### config.mk
export PLATFORM = sky130hd
export DESIGN_NAME = fetch_queue
export DESIGN_NICKNAME = d
export VERILOG_FILES = /design/src/rtl/fetch_queue.sv
export SDC_FILE = /design/constraint.sdc
export NUM_CORES = 1
export LEC_CHECK = 0
export BUFFER_PORTS_ARGS = -buffer_cell sky130_fd_sc_hd__buf_2
export CORE_MARGIN = 8
export CORE_UTILIZATION = 58
export DETAILED_ROUTE_END_ITERATION = 6
export GPL_TIMING_DRIVEN = 0
export PLACE_DENSITY = 0.8
export SLEW_MARGIN = 20
export SYNTH_ARGS = -nofsm -noshare
export SYNTH_HDL_FRONTEND = slang
export SYNTH_SLANG_ARGS = --single-unit
export TNS_END_PERCENT = 5
### constraint.sdc
create_clock -name clk -period 2.86 [get_ports clk]
set_clock_uncertainty 0.15 [all_clocks]
set_input_delay 0 -clock clk [delete_from_list [all_inputs] [get_ports clk]]
set_output_delay 0 -clock clk [all_outputs]
set_load 0.01 [all_outputs]
### src/rtl/fetch_queue.sv
// Instruction prefetch queue: sequential fetch over a request/grant port into a DEPTH-entry FIFO.
// Optional FETCH_BYPASS_EN forwards a response straight to the decoder when the FIFO is empty.
module fetch_queue #(
    parameter int unsigned SIZE  = 16,
    parameter int unsigned DEPTH = 4
) (
    input  logic                         clk,
    input  logic                         rst,
    input  logic [SIZE-1:0]              RST_VEC,
    input  logic                         redirect,
    input  logic [SIZE-1:0]              redirect_pc,
    output logic                         fetch_req,
    output logic [SIZE-1:0]              fetch_addr,
    input  logic                         fetch_gnt,
    input  logic [SIZE-1:0]              fetch_rdata,
    output logic                         iw_valid,
    output logic [SIZE-1:0]              iw_data,
    output logic [SIZE-1:0]              iw_pc,
    input  logic                         iw_ready,
    output logic [$clog2(DEPTH+1)-1:0]   level
);

    localparam int unsigned PW = $clog2(DEPTH);
    localparam int unsigned LW = $clog2(DEPTH+1);
    localparam logic [SIZE-1:0] ALIGN = {{(SIZE-1){1'b1}}, 1'b0};

    typedef enum logic [1:0] {S_BOOT, S_REQ, S_RESP, S_DROP} state_t;

    state_t            state_q, state_d;
    logic [SIZE-1:0]   pc_q, pc_d;
    logic [SIZE-1:0]   req_pc_q, req_pc_d;
    logic [PW-1:0]     wr_ptr_q, wr_ptr_d;
    logic [PW-1:0]     rd_ptr_q, rd_ptr_d;
    logic [LW-1:0]     level_q, level_d;
    logic              fetch_req_q, fetch_req_d;
    logic [SIZE-1:0]   mem_data_q [DEPTH];
    logic [SIZE-1:0]   mem_data_d [DEPTH];
    logic [SIZE-1:0]   mem_pc_q   [DEPTH];
    logic [SIZE-1:0]   mem_pc_d   [DEPTH];

    logic fifo_valid;
    logic bypass;
    logic granted;
    logic push;
    logic pop;

    assign fifo_valid = (level_q != '0);
    assign granted    = (state_q == S_REQ) && fetch_req_q && fetch_gnt;

`ifdef FETCH_BYPASS_EN
    assign bypass = (state_q == S_RESP) && !fifo_valid && !redirect;
`else
    assign bypass = 1'b0;
`endif

    assign iw_valid   = fifo_valid || bypass;
    assign iw_data    = bypass ? fetch_rdata : mem_data_q[rd_ptr_q];
    assign iw_pc      = bypass ? req_pc_q    : mem_pc_q[rd_ptr_q];
    assign fetch_req  = fetch_req_q;
    assign fetch_addr = pc_q;
    assign level      = level_q;

    // Next-state, FIFO bookkeeping and request generation; redirect overrides everything.
    always_comb begin
        state_d    = state_q;
        pc_d       = pc_q;
        req_pc_d   = req_pc_q;
        wr_ptr_d   = wr_ptr_q;
        rd_ptr_d   = rd_ptr_q;
        mem_data_d = mem_data_q;
        mem_pc_d   = mem_pc_q;
        push       = 1'b0;
        pop        = 1'b0;

        case (state_q)
            S_BOOT: begin
                pc_d    = RST_VEC & ALIGN;
                state_d = S_REQ;
            end
            S_REQ: begin
                if (granted) begin
                    req_pc_d = pc_q;
                    pc_d     = pc_q + SIZE'(2);
                    state_d  = S_RESP;
                end
            end
            S_RESP: begin
                push    = !(bypass && iw_ready);
                state_d = S_REQ;
            end
            S_DROP: state_d = S_REQ;
            default: state_d = S_REQ;
        endcase

        pop = fifo_valid && iw_ready;

        if (redirect) begin
            push     = 1'b0;
            pop      = 1'b0;
            wr_ptr_d = '0;
            rd_ptr_d = '0;
            pc_d     = redirect_pc & ALIGN;
            // A word granted this cycle belongs to the old stream and must be dropped.
            state_d  = granted ? S_DROP : S_REQ;
            level_d  = '0;
        end else begin
            level_d = level_q + LW'(push) - LW'(pop);
        end

        if (push) begin
            mem_data_d[wr_ptr_q] = fetch_rdata;
            mem_pc_d[wr_ptr_q]   = req_pc_q;
            wr_ptr_d             = wr_ptr_q + PW'(1);
        end
        if (pop) begin
            rd_ptr_d = rd_ptr_q + PW'(1);
        end

        fetch_req_d = (state_d == S_REQ) && (level_d < LW'(DEPTH));
    end

    always_ff @(posedge clk or negedge rst) begin
        if (!rst) begin
            state_q     <= S_BOOT;
            pc_q        <= '0;
            req_pc_q    <= '0;
            wr_ptr_q    <= '0;
            rd_ptr_q    <= '0;
            level_q     <= '0;
            fetch_req_q <= 1'b0;
            for (int i = 0; i < DEPTH; i++) begin
                mem_data_q[i] <= '0;
                mem_pc_q[i]   <= '0;
            end
        end else begin
            state_q     <= state_d;
            pc_q        <= pc_d;
            req_pc_q    <= req_pc_d;
            wr_ptr_q    <= wr_ptr_d;
            rd_ptr_q    <= rd_ptr_d;
            level_q     <= level_d;
            fetch_req_q <= fetch_req_d;
            mem_data_q  <= mem_data_d;
            mem_pc_q    <= mem_pc_d;
        end
    end

endmodule
==> results.json <==
{
  "status": "finished, violations left",
  "violations": "negative hold slack",
  "endpoint": "fetch_addr[11]$_DFFE_PN0P_",
  "hold_viol_final": 1,
  "hold_slack_ns": -0.009474,
  "viasPerCell": 5.771,
  "cts_root_buffer": "clkbuf_16",
  "layout_commonest_cell": "dfrtp_1",
  "wl_per_cell_um": 21.26,
  "drt_iter0_drc": 426,
  "synth.avg_cell_area_um2": 14.62,
  "dieArea_um2": 18480,
  "clk_latency_ns": 0.43,
  "post-route-drc-count": 0,
  "finalCritPeriodShare_pct": 89.84,
  "setup.worst_path.start": "fetch_addr[1]$_DFFE_PN0P_",
  "power_density_nw_per_um2": 791.5,
  "synth_cells": 571,
  "worstSetupPathDepth": 6,
  "num_rows": 44,
  "p_seq_share_pct": 40.4,
  "rr_startpoint": "fetch_addr[1]$_DFFE_PN0P_",
  "cts_buffers": 17,
  "die-height_um": 136.0,
  "gp_congestion": 0.9158,
  "yosysTopAreaCell": "dfrtp_1",
  "grt_overflow": 0,
  "switching_share_pct": 33.98,
  "grt_setup_unrepaired": "no",
  "cts_resized": 0,
  "diodes": 0,
  "internal_power_mw": 5.330,
  "setup.worst_path.start_class": "flop",
  "cap_viol_max_count": 0,
  "fmax_mhz": 389.2,
  "syn_area_um2": 8346,
  "ant_nets": 0,
  "io_buffers": 101,
  "grt_pass1_vias": 5979,
  "synthTopCellsByArea": "dfrtp_1 49%, mux2_4 22%, mux4_2 8.4%",
  "r2r_slack_ns": 0.29,
  "crit_type": "flop to flop",
  "p_leak_nw": 4.837,
  "cpLargestDelayFamily": "flip-flops",
  "endpoint_kind": "flop",
  "cts_max_level": 4,
  "ios": 106,
  "grt_util_all_layers_pct": 22.80,
  "grt_max_degree": 88,
  "worst_pin_slew_ns": 0.7463,
  "core_area_um2": 14310,
  "synth_flop_cell": "dfrtp_1",
  "synth_edf_count": 0,
  "ir_drop_mv": 0.4933,
  "slew_violations": 0,
  "postSynth.asyncResetShare_pct": 100.0,
  "ctsLongestPathBuffers": 2,
  "p_clk_share_pct": 27.4,
  "critPathMaxStageDelay_ns": 0.53,
  "cp_slowest_cell": "dfrtp_1",
  "fin_tns_setup_ns": 0,
  "wirelength_mm": 19.98,
  "synth_seq_cells": 164,
  "r2r-end": "fetch_addr[11]$_DFFE_PN0P_",
  "hp-class": "primary input to async pin",
  "start_util_pct": 58.30,
  "cts_tree": "done",
  "synth_cell_type_count": 62,
  "grt_pass1_wl_mm": 32.63,
  "setup_viol": 0,
  "die_w_um": 136.0,
  "crit_fanout": 9,
  "final_cell_mix": "164 x dfrtp_1, 120 x mux2_4, 111 x buf_2",
  "yosys_warnings": 0,
  "final_net_count": 805,
  "crit_chain": "ha_1 > nand3_1 > or2_1 > o41ai_1 > a31o_2 > dlygate4sd3_1",
  "clk_pin_slew_ns": 0.07,
  "ys_seq_area_share_pct": 49.18,
  "p_switching_mw": 2.743,
  "vias": 5425,
  "synthToLayoutAreaGrowth_pct": 22.22,
  "r2r_cells": 6,
  "antenna_found_initial": 0,
  "post-route-util_pct": 71.26,
  "final_cell_area_um2": 10200,
  "layout-drive-gt1-share_pct": 44.84,
  "fillers": 937,
  "cts_sinks": 164,
  "min_period_ns": 2.569,
  "cp.required_ns": 3.07,
  "dr.pass1.iters": 6,
  "cp.arrival_ns": 2.78,
  "dp_hpwl_mm": 12.99,
  "relSlewSlack_pct": 50.25,
  "synthDominantCellAreaShare_pct": 49.18,
  "placed_cell_area_um2": 9123,
  "combPwrFrac_pct": 32.2,
  "cp_num_buf_inv": 1
}
-- cells in the mapped netlist, drive strengths merged (2+ instances only) --
library cell  number
clkbuf             3
nand3             11
nand4              4
o311ai             2
xnor2              5
mux2             126
o2bb2ai            2
mux2i              2
nand2b             5
nor4               4
nand2             58
nor2              17
ha                 7
o31ai              2
and2               6
a221oi             2
a22o               3
and4               2
inv               10
o41ai              2
nor3               5
nor2b              6
a21oi             13
o21ai             16
o211ai             2
mux4              31
o21a               2
buf               38
a211o              2
dfrtp            164
o31a               2
-- power by group through the flow --
stage	registers, mW	logic, mW	clock network (mW)
after global placement	3.24	2.41	0
after global routing	3.32	2.84	2.34
after CTS	3.25	2.61	2.24
after floorplan	3.17	1.66	0
after detailed placement	3.28	2.48	0
final	3.26	2.60	2.21
-- cells by family after synthesis --
logic type                 synth area share (%)
and+or+nand+nor                           7.226
other                                   0.04493
DFF                                       49.18
adders and majority gates                 1.289
xor gates and xnor gates                 0.6297
buffers and inverters                     5.607
muxes                                     31.00
AOI/OAI and AO/OA                         5.023
-- metal layers --
layer / track usage [%] / vias to the layer above / share of wire (%)
met4: 6.284 / 0 / 1.4
met3: 5.617 / 28 / 6.1
met1: 30.01 / 2795 / 43
li1: - / 2402 / -
met5: 0 / - / 0
met2: 36.93 / 200 / 49
-- how the worst min path moves through the flow --
stage / start / to / slack [ns]
after global placement: redirect_pc[1] / fetch_addr[1]$_DFFE_PN0P_ / 0.06
after CTS: rst / mem_data_q[34]$_DFFE_PN0P_ / 0.002
after floorplan: rst / fetch_addr[10]$_DFFE_PN0P_ / -0.45
after global routing: rst / mem_data_q[50]$_DFFE_PN0P_ / 0.03
after detailed placement: rst / mem_data_q[50]$_DFFE_PN0P_ / -0.13
final: rst / mem_data_q[50]$_DFFE_PN0P_ / -0.009
-- area by class of cell --
| cell class | count | area, um^2 | area share, % |
|---|---|---|---|
| Sequential cell | 164 | 4104 | 40.24 |
| Multi-Input combinational cell | 357 | 3777 | 37.03 |
| Timing Repair Buffer | 153 | 1054 | 10.33 |
| Buffer | 41 | 430.4 | 4.220 |
| Clock buffer | 17 | 425.4 | 4.171 |
| Tap cell | 184 | 230.2 | 2.257 |
| Clock inverter | 14 | 141.4 | 1.386 |
| Inverter | 10 | 37.54 | 0.3680 |
-- sequential cells by signal, summed over array words and instances (netlist names) --
signal      cells
mem_data_q     64
mem_pc_q       60
fetch_addr     15
req_pc_q       15
level           3
rd_ptr_q        2
state_q         2
wr_ptr_q        2
fetch_req       1
-- metrics by stage --
| step | setup slack [ns] | cells | power [mW] |
|---|---|---|---|
| 4_1_cts | 0.3516 | 940 | 8.105 |
| 2_1_floorplan | 0.6881 | 572 | 4.827 |
| 6_report | 0.2907 | 940 | 8.073 |
| 3_5_place_dp | 0.5313 | 858 | 5.760 |
| 3_3_place_gp | -0.5998 | 857 | 5.649 |
| 5_1_grt | 0.2108 | 940 | 8.493 |
-- repair_timing --
action | 4_1_cts | 5_1_grt
hold buffers | 51 | 0
buffers inserted | 0 | 0
hold endpoints to repair | 253 | 0
(Power assumes the default switching activity.)
